$ cat src/rtl/ctrl_pkg.sv
// ctrl_pkg: shared definitions for the memory port arbiter.
//   - FSM state encoding (2-bit localparams)
//   - default address/data widths
//   - run counter width
package ctrl_pkg;

  localparam int AW_DEF = 8;
  localparam int DW_DEF = 8;

  // Width of the consecutive-data-grant counter; MAX_DATA_RUN fits in it.
  localparam int RUN_W = 3;

  localparam logic [1:0] ST_IDLE       = 2'd0;
  localparam logic [1:0] ST_FETCH      = 2'd1;
  localparam logic [1:0] ST_DATA       = 2'd2;
  localparam logic [1:0] ST_FETCH_DROP = 2'd3;

endpackage

$ cat src/rtl/arb_run_counter.sv
// arb_run_counter: saturating count of data grants issued while a fetch is
// waiting, plus the "limit reached" compare used to force a fetch grant.
// Ports:
//   clock, reset  - clock, async active-low reset
//   inc           - a data grant was issued while fetch was pending
//   clr           - restart the run (fetch granted, or data with no fetch pending)
//   run           - current count
//   limit_reached - run >= MAX_DATA_RUN
module arb_run_counter
  import ctrl_pkg::*;
#(
  parameter int MAX_DATA_RUN = 3
) (
  input  logic             clock,
  input  logic             reset,
  input  logic             inc,
  input  logic             clr,
  output logic [RUN_W-1:0] run,
  output logic             limit_reached
);

  localparam logic [RUN_W-1:0] MAX_RUN = RUN_W'(MAX_DATA_RUN);
  localparam logic [RUN_W-1:0] SAT_VAL = {RUN_W{1'b1}};

  logic [RUN_W-1:0] run_d, run_q;

  always_comb begin
    run_d = run_q;
    if (clr) begin
      run_d = '0;
    end else if (inc && (run_q != SAT_VAL)) begin
      run_d = run_q + 1'b1;
    end
  end

  always_ff @(posedge clock or negedge reset) begin
    if (!reset) begin
      run_q <= '0;
    end else begin
      run_q <= run_d;
    end
  end

  assign run           = run_q;
  assign limit_reached = (run_q >= MAX_RUN);

endmodule

$ cat src/rtl/mem_port_arbiter.sv
// mem_port_arbiter: shares one single-port memory between the fetch stage
// and the exec (load/store) stage, one multi-cycle transaction at a time.
// Ports:
//   clock, reset              - clock, async active-low reset
//   fetch_req/addr, flush     - instruction read request, branch flush
//   fetch_ack/rdata           - fetch completion pulse and registered byte
//   data_req/we/addr/wdata    - load/store request
//   data_ack/rdata            - data completion pulse and registered load data
//   mem_req/we/addr/wdata     - registered memory command
//   mem_rdata, mem_ack        - memory read data and completion pulse
//   stall_fetch               - fetch_req & ~fetch_ack
//   busy                      - registered, a transaction is in progress
//   dbg_state                 - current FSM state
//
// Handshake: requesters hold *_req (and stable operands) until their *_ack
// pulse; the ack is a one-cycle pulse one cycle after mem_ack. Memory holds
// no obligation beyond a single-cycle mem_ack while mem_req is high; mem_ack
// with mem_req low is ignored.
module mem_port_arbiter
  import ctrl_pkg::*;
#(
  parameter int AW           = AW_DEF,
  parameter int DW           = DW_DEF,
  parameter int MAX_DATA_RUN = 3
) (
  input  logic          clock,
  input  logic          reset,
  input  logic          fetch_req,
  input  logic [AW-1:0] fetch_addr,
  input  logic          flush,
  output logic          fetch_ack,
  output logic [DW-1:0] fetch_rdata,
  input  logic          data_req,
  input  logic          data_we,
  input  logic [AW-1:0] data_addr,
  input  logic [DW-1:0] data_wdata,
  output logic          data_ack,
  output logic [DW-1:0] data_rdata,
  output logic          mem_req,
  output logic          mem_we,
  output logic [AW-1:0] mem_addr,
  output logic [DW-1:0] mem_wdata,
  input  logic [DW-1:0] mem_rdata,
  input  logic          mem_ack,
  output logic          stall_fetch,
  output logic          busy,
  output logic [1:0]    dbg_state
);

  logic [1:0]    state_d, state_q;
  logic          mem_req_d, mem_req_q;
  logic          mem_we_d, mem_we_q;
  logic [AW-1:0] mem_addr_d, mem_addr_q;
  logic [DW-1:0] mem_wdata_d, mem_wdata_q;
  logic          fetch_ack_d, fetch_ack_q;
  logic          data_ack_d, data_ack_q;
  logic [DW-1:0] fetch_rdata_d, fetch_rdata_q;
  logic [DW-1:0] data_rdata_d, data_rdata_q;
  logic          busy_d, busy_q;

  logic             run_inc, run_clr, run_limit;
  logic [RUN_W-1:0] run_cnt;

  // A requester being acked this cycle still has its req high; masking it
  // prevents granting the same request twice. Flush kills the fetch request
  // for the cycle since its address is stale.
  logic fetch_req_eff, data_req_eff, grant_data, grant_fetch;

  assign fetch_req_eff = fetch_req & ~fetch_ack_q & ~flush;
  assign data_req_eff  = data_req & ~data_ack_q;
  // Data wins unless fetch has already waited MAX_DATA_RUN data grants.
  assign grant_data    = data_req_eff & (~fetch_req_eff | ~run_limit);
  assign grant_fetch   = ~grant_data & fetch_req_eff;

  arb_run_counter #(
    .MAX_DATA_RUN (MAX_DATA_RUN)
  ) u_run_counter (
    .clock         (clock),
    .reset         (reset),
    .inc           (run_inc),
    .clr           (run_clr),
    .run           (run_cnt),
    .limit_reached (run_limit)
  );

  always_comb begin
    state_d       = state_q;
    mem_req_d     = mem_req_q;
    mem_we_d      = mem_we_q;
    mem_addr_d    = mem_addr_q;
    mem_wdata_d   = mem_wdata_q;
    fetch_ack_d   = 1'b0;
    data_ack_d    = 1'b0;
    fetch_rdata_d = fetch_rdata_q;
    data_rdata_d  = data_rdata_q;
    run_inc       = 1'b0;
    run_clr       = 1'b0;

    case (state_q)
      ST_IDLE: begin
        if (grant_data) begin
          state_d     = ST_DATA;
          mem_req_d   = 1'b1;
          mem_we_d    = data_we;
          mem_addr_d  = data_addr;
          mem_wdata_d = data_wdata;
          run_inc     = fetch_req_eff;
          run_clr     = ~fetch_req_eff;
        end else if (grant_fetch) begin
          state_d     = ST_FETCH;
          mem_req_d   = 1'b1;
          mem_we_d    = 1'b0;
          mem_addr_d  = fetch_addr;
          mem_wdata_d = '0;
          run_clr     = 1'b1;
        end
      end
      ST_FETCH: begin
        if (mem_ack) begin
          state_d   = ST_IDLE;
          mem_req_d = 1'b0;
          // A flush arriving with the data discards the instruction.
          if (!flush) begin
            fetch_ack_d   = 1'b1;
            fetch_rdata_d = mem_rdata;
          end
        end else if (flush) begin
          state_d = ST_FETCH_DROP;
        end
      end
      ST_DATA: begin
        if (mem_ack) begin
          state_d      = ST_IDLE;
          mem_req_d    = 1'b0;
          data_ack_d   = 1'b1;
          data_rdata_d = mem_rdata;
        end
      end
      ST_FETCH_DROP: begin
        // Memory must still finish the cancelled read; its data is thrown away.
        if (mem_ack) begin
          state_d   = ST_IDLE;
          mem_req_d = 1'b0;
        end
      end
      default: begin
        state_d   = ST_IDLE;
        mem_req_d = 1'b0;
      end
    endcase

    busy_d = (state_d != ST_IDLE);
  end

  always_ff @(posedge clock or negedge reset) begin
    if (!reset) begin
      state_q       <= ST_IDLE;
      mem_req_q     <= 1'b0;
      mem_we_q      <= 1'b0;
      mem_addr_q    <= '0;
      mem_wdata_q   <= '0;
      fetch_ack_q   <= 1'b0;
      data_ack_q    <= 1'b0;
      fetch_rdata_q <= '0;
      data_rdata_q  <= '0;
      busy_q        <= 1'b0;
    end else begin
      state_q       <= state_d;
      mem_req_q     <= mem_req_d;
      mem_we_q      <= mem_we_d;
      mem_addr_q    <= mem_addr_d;
      mem_wdata_q   <= mem_wdata_d;
      fetch_ack_q   <= fetch_ack_d;
      data_ack_q    <= data_ack_d;
      fetch_rdata_q <= fetch_rdata_d;
      data_rdata_q  <= data_rdata_d;
      busy_q        <= busy_d;
    end
  end

  assign fetch_ack   = fetch_ack_q;
  assign fetch_rdata = fetch_rdata_q;
  assign data_ack    = data_ack_q;
  assign data_rdata  = data_rdata_q;
  assign mem_req     = mem_req_q;
  assign mem_we      = mem_we_q;
  assign mem_addr    = mem_addr_q;
  assign mem_wdata   = mem_wdata_q;
  assign busy        = busy_q;
  assign stall_fetch = fetch_req & ~fetch_ack_q;
  assign dbg_state   = state_q;

endmodule

$ cat config.mk
export PLATFORM = sky130hd
export DESIGN_NAME = mem_port_arbiter
export DESIGN_NICKNAME = d
export VERILOG_FILES = /design/src/rtl/ctrl_pkg.sv /design/src/rtl/arb_run_counter.sv /design/src/rtl/mem_port_arbiter.sv
export SDC_FILE = /design/constraint.sdc
export NUM_CORES = 1
export LEC_CHECK = 0
export BUFFER_PORTS_ARGS = -buffer_cell sky130_fd_sc_hd__buf_2
export CORE_MARGIN = 2
export CORE_UTILIZATION = 46
export CTS_CLUSTER_DIAMETER = 150
export DETAILED_ROUTE_END_ITERATION = 10
export GPL_TIMING_DRIVEN = 0
export PLACE_DENSITY = 0.77
export SYNTH_ARGS = -nofsm -noshare
export SYNTH_HDL_FRONTEND = slang
export SYNTH_SLANG_ARGS = --single-unit
$ cat constraint.sdc
create_clock -name clock -period 2.9 [get_ports clock]
set_input_delay 0.145 -clock clock [delete_from_list [all_inputs] [get_ports clock]]
set_output_delay 0.145 -clock clock [all_outputs]
set_load 0.05 [all_outputs]
==> results.md, run 1 <==
* CTS HTree Levels at 2
* Fin Clk Skew at 7.84 ps
* RSZ-0062 raised after global routing: false
* Critical path class: flop to flop
* Final WL at 3550 um
* Synth area leaders: dfrtp_1 (59%), mux2_2 (10%), mux2i_1 (4.5%), a22o_1 (4.5%), ha_1 (3.5%)
* Most Frequent Cell on Critical Path: ha_1
* DIE AREA at 4360 um2
* Routed len/inst at 13.2 um
* Core Region at 3690 um2
* Area share of and/or/nand/nor cells after synthesis at 0.0842
* Syn_nets at 179
* Final Max Tran Viols at 0
* NetSw at 1.48 mW
* EDFF count, synth at 0
* Most instantiated cells after synthesis: dfrtp_1 (42), mux2_2 (16), nor2_1 (10)
* Capturing point of the worst reg2reg path: u_run_counter.run[0]
* Yosys reg bits at 42
* Via-per-instance ratio at 5.04
* Post-synthesis mux area share at 0.147
* TritonCTS clock tree: done
* Fin crit period at 2280 ps
* Worst-path maximum fanout at 4
* CP Capture Type: flop
* Async SR Flop Fraction at 1.00
* Total Power at 2.87 mW
* Mean post-synth cell area at 13.1 um2
* Initial Util at 0.480
* First-pass GRT wire length at 5880 um
* Number of setup buffers added after CTS at 0
* Synth top area share at 0.594
* Sequential area share after synthesis at 0.594
* HP Start: data_wdata[0]
* Initial antenna violation count at 0
* Number of fill cells at 320
* Adder-cell area share of the yosys netlist at 0.0354
* R2R cell count at 9
* Vias in the first global route at 1352
* Root Driver: clkbuf_8
* Final period util at 0.786
* Slowest CP cell: dfrtp_1
* CP Data Arrival Time at 2490 ps
* Final setup violating endpoints at 0
* Startpoint types: flop
* Fmax at 439 MHz
* Antenna viol nets, final at 0
* Clock Sinks at 42
* Comb power frac at 0.540
* # port buffers at 78
* RePlAce Congestion at 0.755
* Share of layout cells above drive strength 1 at 0.491
* Leakage dissipation at 1.22 nW
* Final Hold Viols at 0
* Cell Int Power at 1.39 mW
* Status: completed
* Syn. warnings at 0
* Synth Area in XOR/XNOR at 0
* Initial DRC count at 59
* Reg clk slew, reported paths at 80 ps
* Io pins at 79
* All-Layer GR Usage at 0.183
* 1st-pass router iterations at 4
* Max incr delay on CP at 410 ps
* WP data required at 3110 ps
* Hold path depth at 2
* Largest net degree at the start of global routing at 43
* Rel. slew slack at 0.413
* Most common cell in the netlist: dfrtp_1
* Worst skew pair latency at 290 ps
* Post-route setup TNS at 0 ps
* Flop pwr share at 0.333
* Peak supply drop at 812 uV
* P per Cell Area at 1240 nW/um2
* Worst-Margin Slew at 881 ps
* Slack of the worst reg-to-reg path at 620 ps
* HPWL after DPL at 2770 um
* Synth Instances at 135
* Crit path cell chain: ha_1 -> ha_1 -> a211o_1 -> a21bo_4 -> inv_1 -> ha_1 -> o21ai_0 -> nand2_1 -> o21ai_0
* Worst r2r src: u_run_counter.run[0]
* Ys flop type: dfrtp_1
* Chip Height at 66.0 um
* Sw Ratio at 0.517
* Die W at 66.0 um
* GRT Residual Overflow at 0
* Clock Path Buffers at 2
* Num rows at 22
* Inserted Diodes at 0
* Largest family of logic cells by synthesized area: multiplexers
* Hold Path End: mem_wdata[0]
* Number of buffers and inverters on the critical path at 1
* Mapped cell area at 1770 um2
* Via count at 1360
* Clock power frac at 0.128
* Max_cap viols at 0
* Post-route DRC at 0
* CP delay by family, top: compound AO/OA/AOI/OAI gates
* Cell variety after synth at 25
* Inserted Clock Buffers at 5
* Layout area overhead at 31.1%
* Cell taking the most area after synthesis: dfrtp_1
* Worst hold path type: primary input to flop
* # nets final at 265
* Synth Area in Compound Gates at 0.114
[flip-flops by register name (all words and copies together), names as in the netlist, 2 cells and up]
signal	cells
data_rdata	8
fetch_rdata	8
mem_addr	8
mem_wdata	8
u_run_counter.run	3
dbg_state	2
[per-layer routing]
metal,vias up,GRT usage,routed length [um]
li1,647,-,-
met1,667,0.215,1420
met2,39,0.317,1870
met3,7,0.0409,195
met4,0,0.0867,65
met5,-,0,0
[cells by family (layout without fill, tap and decap cells)]
kind of cell / Yosys count / count (layout)
flip-flops: 42 / 42
AO/OA/AOI/OAI: 29 / 29
AND/OR/NAND/NOR: 27 / 27
multiplexers: 24 / 24
buffers and inverters: 8 / 95
adder cells (fa/ha/maj): 5 / 5
[power groups by stage]
stage | Clock (mW) | Sequential [mW] | Combinational (mW)
2_1_floorplan | 0 | 1.81 | 0.336
3_3_place_gp | 0 | 0.961 | 1.54
3_5_place_dp | 0 | 0.965 | 1.56
4_1_cts | 0.379 | 0.961 | 1.56
5_1_grt | 0.408 | 0.992 | 1.62
6_report | 0.366 | 0.956 | 1.55
[metrics by stage]
stage,worst slack (ps),instances,area [um2],hold slack [ps],util
finish,620,270,2320,67.8,0.629
global route,449,270,2320,55.6,0.629
CTS,642,270,2320,56.6,0.629
detailed placement,666,261,2220,323,0.602
global placement,697,261,2220,328,0.602
floorplan,861,135,1770,-151,-
[worst max path at each step]
stage / start / end / slack, ps / cells after the start
final: u_run_counter.run[0] / u_run_counter.run[0] / 620 / 9
after detailed placement: u_run_counter.run[0] / u_run_counter.run[0] / 670 / 9
after global routing: u_run_counter.run[0] / u_run_counter.run[1] / 450 / 9
after global placement: u_run_counter.run[0] / u_run_counter.run[1] / 700 / 9
after CTS: u_run_counter.run[0] / u_run_counter.run[0] / 640 / 9
after floorplan: u_run_counter.run[0] / u_run_counter.run[1] / 860 / 9
[timing repair]
| item | CTS | global route |
|---|---|---|
| endpoints found under the hold margin | 14 | 0 |
| resized for setup | 0 | 0 |
| hold buffers | 1 | 0 |
[layout make-up]
| type | count | area, um2 | area share |
|---|---|---|---|
| clock buffer | 5 | 68.8 | 0.0297 |
| timing repair buffer | 79 | 400 | 0.173 |
| buffer | 3 | 26.3 | 0.0113 |
| tap | 48 | 60.1 | 0.0259 |
| sequential | 42 | 1050 | 0.453 |
| clock inverter | 3 | 21.3 | 0.00917 |
| inverter | 5 | 18.8 | 0.00809 |
| multi-input combinational | 85 | 673 | 0.290 |
[layout by cell type (no fill, tap or decap), types with 3 or more instances in the layout]
cell      netlist  routed
a21oi_1         9       9
a22o_1          9       9
buf_2           0      78
clkbuf_8        0       5
dfrtp_1        42      42
ha_1            5       5
inv_1           5       5
mux2_2         16      16
mux2i_1         8       8
nand2_1         8       8
nor2_1         10      10
nor2b_1         3       3
o21ai_0         5       5
(Power assumes the default switching activity.)
==> run 2, diff against run 1 <==
Clock period 2.9 ns to 2.3 ns, I/O delays scaled along.
==> results.md, run 2 (synthesis results as in run 1) <==
* Number of setup buffers added after CTS at 0
* Via-per-instance ratio at 5.06
* Global-route met1 utilization at 0.215
* Post-route insts no fill at 270
* Clock power frac at 0.127
* Io pins at 79
* WP data required at 2510 ps
* Final WL at 3570 um
* Critical Path End: u_run_counter.run[0]
* Peak supply drop at 1020 uV
* RSZ-0062 raised after global routing: false
* Rel. slew slack at 0.416
* 1st-pass router iterations at 4
* Met3 global-route usage at 0.0409
* Inserted Diodes at 0
* Worst-path maximum fanout at 4
* HPWL after DPL at 2770 um
* Share of layout cells above drive strength 1 at 0.500
* Core Region at 3690 um2
* Cell Int Power at 1.75 mW
* RePlAce Congestion at 0.755
* Final setup violating endpoints at 0
* Final Max Tran Viols at 0
* Worst r2r src: u_run_counter.run[0]
* Initial antenna violation count at 0
* Largest net degree at the start of global routing at 43
* Slack of the worst reg-to-reg path at 150 ps
* Worst hold path type: primary input to flop
* CTS HTree Levels at 2
* Placed insts at 261
* HP Start: data_wdata[0]
* Leakage dissipation at 1.22 nW
* NetSw at 1.88 mW
* Inserted Clock Buffers at 5
* Critical path class: flop to flop
* First-pass GRT wire length at 5880 um
* Capturing point of the worst reg2reg path: u_run_counter.run[0]
* CP Capture Type: flop
* Post-route setup TNS at 0 ps
* Chip Height at 66.0 um
* Worst-Margin Slew at 875 ps
* Initial Util at 0.480
* Flop pwr share at 0.332
* Grt peak-use layer: met2
* Commonest non-fill, non-tap cells in the layout: buf_2 (78), dfrtp_1 (42), mux2_2 (16)
* # nets final at 265
* Post-route DRC at 0
* Sw Ratio at 0.517
* Status: completed
* Hold WS at 37.8 ps
* Die W at 66.0 um
* TritonCTS clock tree: done
* P per Cell Area at 1560 nW/um2
* Initial DRC count at 63
* Via count at 1366
* Clock Sinks at 42
* Fin crit period at 2150 ps
* Vias in the first global route at 1352
* CP Data Arrival Time at 2360 ps
* R2R cell count at 9
* Reg clk slew, reported paths at 80 ps
* Final period util at 0.936
* # port buffers at 78
* Met2 Use GR at 0.317
* GRT Residual Overflow at 0
* Layout area overhead at 31.5%
* Fin util at 0.631
* Fin Clk Skew at 7.89 ps
* Num rows at 22
* Final Hold Viols at 0
* Antenna viol nets, final at 0
* Comb power frac at 0.540
* Root Driver: clkbuf_8
* Fmax at 464 MHz
* Routed len/inst at 13.2 um
* Max_cap viols at 0
* DIE AREA at 4360 um2
* Most common cell after layout, fill and taps aside: buf_2
* All-Layer GR Usage at 0.183
* Clock Path Buffers at 2
* Worst skew pair latency at 290 ps
* Startpoint types: flop
* Crit path launch: u_run_counter.run[0]
[run 2: per-layer routing]
layer	wire length [um]	vias up
li1	-	647
met1	1420	675
met2	1900	37
met3	189	7
met4	65	0
met5	0	-
[run 2: power groups by stage]
stage	Combinational (mW)	Sequential, mW	Clock, mW
6_report	1.96	1.21	0.462
5_1_grt	2.05	1.25	0.514
4_1_cts	1.97	1.21	0.478
3_5_place_dp	1.97	1.22	0
3_3_place_gp	1.94	1.21	0
2_1_floorplan	0.423	2.29	0
[run 2: worst min path at each step]
stage / to / slack (ps) / depth (start not counted)
final: mem_wdata[0] / 40 / 2
after CTS: mem_wdata[0] / 30 / 2
after detailed placement: fetch_ack / 290 / 1
after global placement: fetch_rdata[2] / 300 / 1
after global routing: mem_wdata[0] / 30 / 2
after floorplan: busy / -180 / 0
[run 2: worst max-delay path, cell delays in order, from the launching register on]
cell	delay, ps
dfrtp_1	410
ha_1	230
ha_1	180
a211o_1	300
a21bo_4	260
inv_1	80
ha_1	250
nor2_1	120
nand2_1	100
o21ai_0	160
[run 2: layout make-up]
type,instances,area (um2)
Fill cell,319,1360
Sequential cell,42,1050
Multi-Input combinational cell,85,679
Timing Repair Buffer,79,400
Clock buffer,5,68.8
Tap cell,48,60.1
Buffer,3,26.3
Clock inverter,3,21.3
Inverter,5,18.8
[run 2: timing repair]
item | in CTS | in global routing
hold endpoints to repair | 42 | 0
hold buffers | 1 | 0
setup endpoints to repair | 0 | 3
resized for setup | 0 | 4
[run 2: stage by stage]
stage          power [mW]  setup WS [ps]  cell area [um2]
2_1_floorplan        2.71            261             1770
3_3_place_gp         3.16           96.9             2220
3_5_place_dp         3.19           66.4             2220
4_1_cts              3.66           42.4             2320
5_1_grt              3.82           13.5             2330
6_report             3.63            147             2330
